### config.mk
export PLATFORM = sky130hd
export DESIGN_NAME = banked_data_memory
export DESIGN_NICKNAME = d
export VERILOG_FILES = /design/src/rtl/banked_data_memory.sv
export SDC_FILE = /design/constraint.sdc
export NUM_CORES = 2
export LEC_CHECK = 0
export BUFFER_PORTS_ARGS = -buffer_cell sky130_fd_sc_hd__buf_2
export CAP_MARGIN = 5
export CORE_MARGIN = 5
export CORE_UTILIZATION = 30
export CTS_CLUSTER_DIAMETER = 150
export DETAILED_ROUTE_END_ITERATION = 16
export PLACE_DENSITY_LB_ADDON = 0.15
export REMOVE_ABC_BUFFERS = 1
export SLEW_MARGIN = 30
export SYNTH_ARGS = -nofsm -noshare
export SYNTH_HDL_FRONTEND = slang
export SYNTH_SLANG_ARGS = --single-unit
### constraint.sdc
create_clock -name clk -period 35.8 [get_ports clk]
set_clock_uncertainty 0.15 [all_clocks]
set_input_delay 5.37 -clock clk [delete_from_list [all_inputs] [get_ports clk]]
set_output_delay 5.37 -clock clk [all_outputs]
set_load 0.05 [all_outputs]
### src/rtl/banked_data_memory.sv
// banked_data_memory
// Synchronous word memory with byte-enable writes, one-cycle registered reads
// and a read-valid strobe. After reset, a hardware sequence zero-fills every
// word before requests are accepted. Requests to an address at or above DEPTH
// report an address error instead of touching the array.
module banked_data_memory #(
    parameter int DATA_WIDTH = 16,
    parameter int ADDR_WIDTH = 8,
    parameter int DEPTH      = 256
) (
    input  logic                    clk,
    input  logic                    reset,
    input  logic [ADDR_WIDTH-1:0]   address,
    input  logic [DATA_WIDTH-1:0]   writeData,
    input  logic [DATA_WIDTH/8-1:0] byteEn,
    input  logic                    memRead,
    input  logic                    memWrite,
    output logic                    ready,
    output logic [DATA_WIDTH-1:0]   readData,
    output logic                    readValid,
    output logic                    addrError
);

    localparam int NB = DATA_WIDTH / 8;

    // The clear counter is one bit wider than the address so that
    // DEPTH == 2**ADDR_WIDTH still has a representable last index and limit.
    localparam logic [ADDR_WIDTH:0] CLR_LAST  = (ADDR_WIDTH + 1)'(DEPTH - 1);
    localparam logic [ADDR_WIDTH:0] ADDR_LIMIT = (ADDR_WIDTH + 1)'(DEPTH);

    typedef enum logic {
        S_CLEAR = 1'b0,
        S_IDLE  = 1'b1
    } state_t;

    state_t                  r_state;
    logic [ADDR_WIDTH:0]     r_clrAddr;
    logic                    r_ready;
    logic [DATA_WIDTH-1:0]   r_readData;
    logic                    r_readValid;
    logic                    r_addrError;
    logic [DATA_WIDTH-1:0]   r_mem [0:DEPTH-1];

    logic                    w_inRange;
    logic                    w_accept;
    logic [DATA_WIDTH-1:0]   w_oldWord;
    logic [DATA_WIDTH-1:0]   w_merged;

    assign w_inRange = ({1'b0, address} < ADDR_LIMIT);
    assign w_accept  = r_ready & (memRead | memWrite);

    // Old word at the request address overlaid with the enabled store bytes;
    // this is both the value written back and the write-first read result.
    always_comb begin
        w_oldWord = r_mem[address];
        w_merged  = w_oldWord;
        for (int i = 0; i < NB; i++) begin
            if (byteEn[i]) begin
                w_merged[8*i +: 8] = writeData[8*i +: 8];
            end
        end
    end

    // Control FSM: walks the clear counter, then services requests and
    // registers read data, read-valid and address-error flags.
    always_ff @(posedge clk or posedge reset) begin
        if (reset) begin
            r_state     <= S_CLEAR;
            r_clrAddr   <= '0;
            r_ready     <= 1'b0;
            r_readData  <= '0;
            r_readValid <= 1'b0;
            r_addrError <= 1'b0;
        end else if (r_state == S_CLEAR) begin
            r_readValid <= 1'b0;
            r_addrError <= 1'b0;
            if (r_clrAddr == CLR_LAST) begin
                r_state   <= S_IDLE;
                r_ready   <= 1'b1;
                r_clrAddr <= '0;
            end else begin
                r_clrAddr <= r_clrAddr + 1'b1;
            end
        end else begin
            r_readValid <= w_accept & memRead;
            r_addrError <= w_accept & ~w_inRange;
            if (w_accept & memRead) begin
                if (!w_inRange) begin
                    r_readData <= '0;
                end else if (memWrite) begin
                    r_readData <= w_merged;
                end else begin
                    r_readData <= w_oldWord;
                end
            end
        end
    end

    // Array write port: zero-fill during clear, merged store when idle.
    // Out-of-range stores are dropped here.
    always_ff @(posedge clk) begin
        if (r_state == S_CLEAR) begin
            r_mem[r_clrAddr[ADDR_WIDTH-1:0]] <= '0;
        end else if (w_accept & memWrite & w_inRange) begin
            r_mem[address] <= w_merged;
        end
    end

    assign ready     = r_ready;
    assign readData  = r_readData;
    assign readValid = r_readValid;
    assign addrError = r_addrError;

endmodule
==> results.sh <==
export IMPL_status="finished clean"
export IMPL_required_ns=36.29
export IMPL_routed_wl_um=572000
export IMPL_drv_cap=0
export IMPL_gp_congestion=0.875
export IMPL_vias=82300
export IMPL_fp_dieW_um=741
export IMPL_drc=0
export IMPL_hold_viol=0
export IMPL_cp_arrival_ns=13.48
export IMPL_drtIter0Drc=9572
export IMPL_postCtsSetupRepairBufs=0
export IMPL_hp_class="flip-flop to flip-flop"
export IMPL_reg2reg_depth=11
export IMPL_grt_pass1_vias=83000
export IMPL_rows=268
export IMPL_crit_start="address[0]"
export IMPL_rr_endpoint="r_mem[83][8]$_DFFE_PP_"
export IMPL_worst_pin_slew_ns=1.11
export IMPL_start_util_pct=30.1
export IMPL_endpoint_kind="flip-flop"
export IMPL_setup_tns_ns=0
export IMPL_finalSetupViolations=0
export IMPL_dp_hpwl_um=352000
export IMPL_fin_ws_ns=22.81
export IMPL_fmax_mhz=77.0
export IMPL_ys_warn_count=0
export IMPL_grtUsageTotal_pct=20.3
export IMPL_coreArea_um2=532000
export IMPL_synth_edff_count=4096
export IMPL_n_fill_cell=49400
export IMPL_post_route_min_period_ns=12.99
export IMPL_fin_nets=7983
export IMPL_final_cells=15400
export IMPL_cts_max_level=5
export IMPL_relSlewSlack_pct=25.8
export IMPL_design_area_um2=186000
export IMPL_ys_seq_elements=4124
export IMPL_dpl_cell_area_um2=172000
export IMPL_die_area_um2=549000
export IMPL_cts_buffers=446
export IMPL_syn_area_um2=160000
export IMPL_insertion_delay_ns=1.03
export IMPL_dp_cells=14500
export IMPL_cts_resized=0
export IMPL_powerDensity_nw_per_um2=53.5
export IMPL_layout_drive_gt1_share_pct=28.3
export IMPL_r2r_start="r_mem[246][8]$_DFFE_PP_"
export IMPL_drv_slew=0
export IMPL_ir_worst_vdd_mv=0.0410
export IMPL_postSynthCellCount=7455
export IMPL_clock_sinks=4124
export IMPL_root_buffer="clkbuf_16"
export IMPL_area_growth_pct=16.1
export IMPL_fin_crit_sh_pct=36.3
export IMPL_port_buffers=47
export IMPL_viasPerCell=5.36
export IMPL_grt_max_degree=185
export IMPL_cts_tree="built"
export IMPL_synth_async_sr_flop_share_pct=0.679
export IMPL_crit_path_max_fanout=94
export IMPL_postSynthAreaPerCell_um2=21.5
export IMPL_pre_cts_ws_ns=21.25
export IMPL_ios=49
export IMPL_fin_hold_ws_ns=0.339
export IMPL_grt_pass1_wl_um=763000
export IMPL_die_h_um=741
export IMPL_critPathLaunchType="input port"
export IMPL_hold_buffers=0
export IMPL_post_drt_wl_per_cell_um=37.2
export IMPL_grt_remaining_overflow=0
export IMPL_yosysUniqueCellTypes=83
export IMPL_synth_ff_type="edfxtp_1"
export IMPL_cts_buffer_depth=4
export IMPL_crit_end="r_mem[170][5]$_DFFE_PP_"
export IMPL_synth_seq_area_share_pct=77.2
export IMPL_antenna_found_initial=63
export IMPL_rsz0062_at_grt="no"
export IMPL_clk_pin_slew_worst_paths_ns=0.07
export IMPL_antenna_left=0
export IMPL_r2r_setup_slack_ns=30.15
export IMPL_worstSetupPathType="input port to flip-flop"
export IMPL_dr_pass1_iters=6
export IMPL_leakagePower_nw=47.5
==> where the power goes <==
| part | switching (mW) | internal [mW] |
|---|---|---|
| combinational | 0.244 | 0.0898 |
| sequential | 0 | 5.23 |
| clock | 1.93 | 2.47 |
==> registers in the layout, summed over array words and instances, names as in the netlist <==
| register | flops |
|---|---|
| readData | 16 |
| r_clrAddr | 9 |
| readValid | 1 |
| ready | 1 |
| r_state | 1 |
| r_mem | 4096 |
==> critical path: stages <==
cell,delay [ns]
buf_12,0.31
buf_4,0.58
buf_4,0.59
buf_4,0.55
buf_4,0.56
buf_4,0.70
buf_4,0.57
mux4_2,0.33
a22oi_1,0.09
nand3_1,0.13
o21ai_1,0.34
or4_1,0.64
o211ai_1,0.28
nor2_1,0.18
nor2_4,0.18
buf_4,0.67
buf_4,0.82
==> per-layer routing <==
| layer | vias up | GRT usage [%] | routed length, um |
|---|---|---|---|
| li1 | 32500 | - | - |
| met1 | 45800 | 27.5 | 240000 |
| met2 | 3252 | 31.7 | 264000 |
| met3 | 707 | 5.87 | 50300 |
| met4 | 14 | 6.14 | 18100 |
| met5 | - | 0 | 80 |
==> worst min path at each step <==
stage / slack, ns / cells after the start / startpoint / endpoint
detailed placement: 0.32 / 1 / ready$_DFFE_PP0P_ / ready$_DFFE_PP0P_
floorplan: 0.33 / 1 / r_clrAddr[8]$_DFFE_PP0N_ / r_clrAddr[8]$_DFFE_PP0N_
global placement: 0.31 / 1 / ready$_DFFE_PP0P_ / ready$_DFFE_PP0P_
global route: 0.36 / 1 / ready$_DFFE_PP0P_ / ready$_DFFE_PP0P_
finish: 0.34 / 1 / ready$_DFFE_PP0P_ / ready$_DFFE_PP0P_
CTS: 0.33 / 1 / ready$_DFFE_PP0P_ / ready$_DFFE_PP0P_
==> cell usage after synthesis, types with 31 or more instances <==
library cell / n / area (um2)
a21oi_1: 130 / 651
a22oi_1: 133 / 998
a31oi_1: 31 / 194
buf_2: 105 / 526
buf_4: 111 / 833
buf_6: 51 / 574
buf_8: 44 / 661
clkbuf_1: 103 / 387
edfxtp_1: 4096 / 123000
mux2i_1: 351 / 3510
mux4_1: 33 / 867
mux4_2: 890 / 20000
nand2_1: 258 / 968
nand3_1: 82 / 410
nor2_1: 345 / 1290
nor2b_1: 33 / 206
nor3_1: 57 / 285
o21ai_0: 93 / 465
o221ai_1: 79 / 692
o22ai_1: 75 / 469
==> logic make-up after synthesis <==
| family | count (synthesis) | synth area share (%) |
|---|---|---|
| AOI/OAI and AO/OA | 705 | 3.03 |
| xor gates and xnor gates | 6 | 0.0328 |
| adders and majority gates | 1 | 0.00780 |
| buffers and inverters | 447 | 1.97 |
| DFF | 4124 | 77.2 |
| muxes | 1299 | 15.4 |
| other | 1 | 0.00234 |
| and+or+nand+nor | 872 | 2.37 |
==> placed cells by master, fill, tap and decap left out, drive strengths merged, types with 24 or more instances in the layout <==
| master | n |
|---|---|
| a21oi | 130 |
| a221oi | 25 |
| a22oi | 133 |
| a31oi | 31 |
| buf | 485 |
| bufinv | 24 |
| clkbuf | 547 |
| clkinv | 225 |
| dfrtp | 28 |
| edfxtp | 4096 |
| mux2 | 25 |
| mux2i | 351 |
| mux4 | 923 |
| nand2 | 258 |
| nand3 | 82 |
| nor2 | 346 |
| nor2b | 33 |
| nor3 | 58 |
| o21ai | 99 |
| o221ai | 80 |
| o22ai | 75 |
==> final cells by class <==
| type | instances | area, um2 | area share [%] |
|---|---|---|---|
| flip-flops and latches | 4124 | 124000 | 66.5 |
| multi-input cells | 2884 | 35300 | 19.0 |
| clock buffers | 547 | 11600 | 6.25 |
| well taps | 7020 | 8780 | 4.72 |
| repair buffers | 485 | 4540 | 2.44 |
| clock inverters | 264 | 2060 | 1.11 |
| inverters | 11 | 58.8 | 0.0316 |
| diodes | 17 | 42.5 | 0.0229 |
==> stage by stage <==
stage                     util, %  power, mW
after floorplan                 -       5.43
after global placement       32.1       5.66
after detailed placement     32.3       5.66
after CTS                    34.9       10.1
after global routing         34.9       10.3
final                        34.9       9.96
Note: power is estimated with default switching activity, not from simulation.
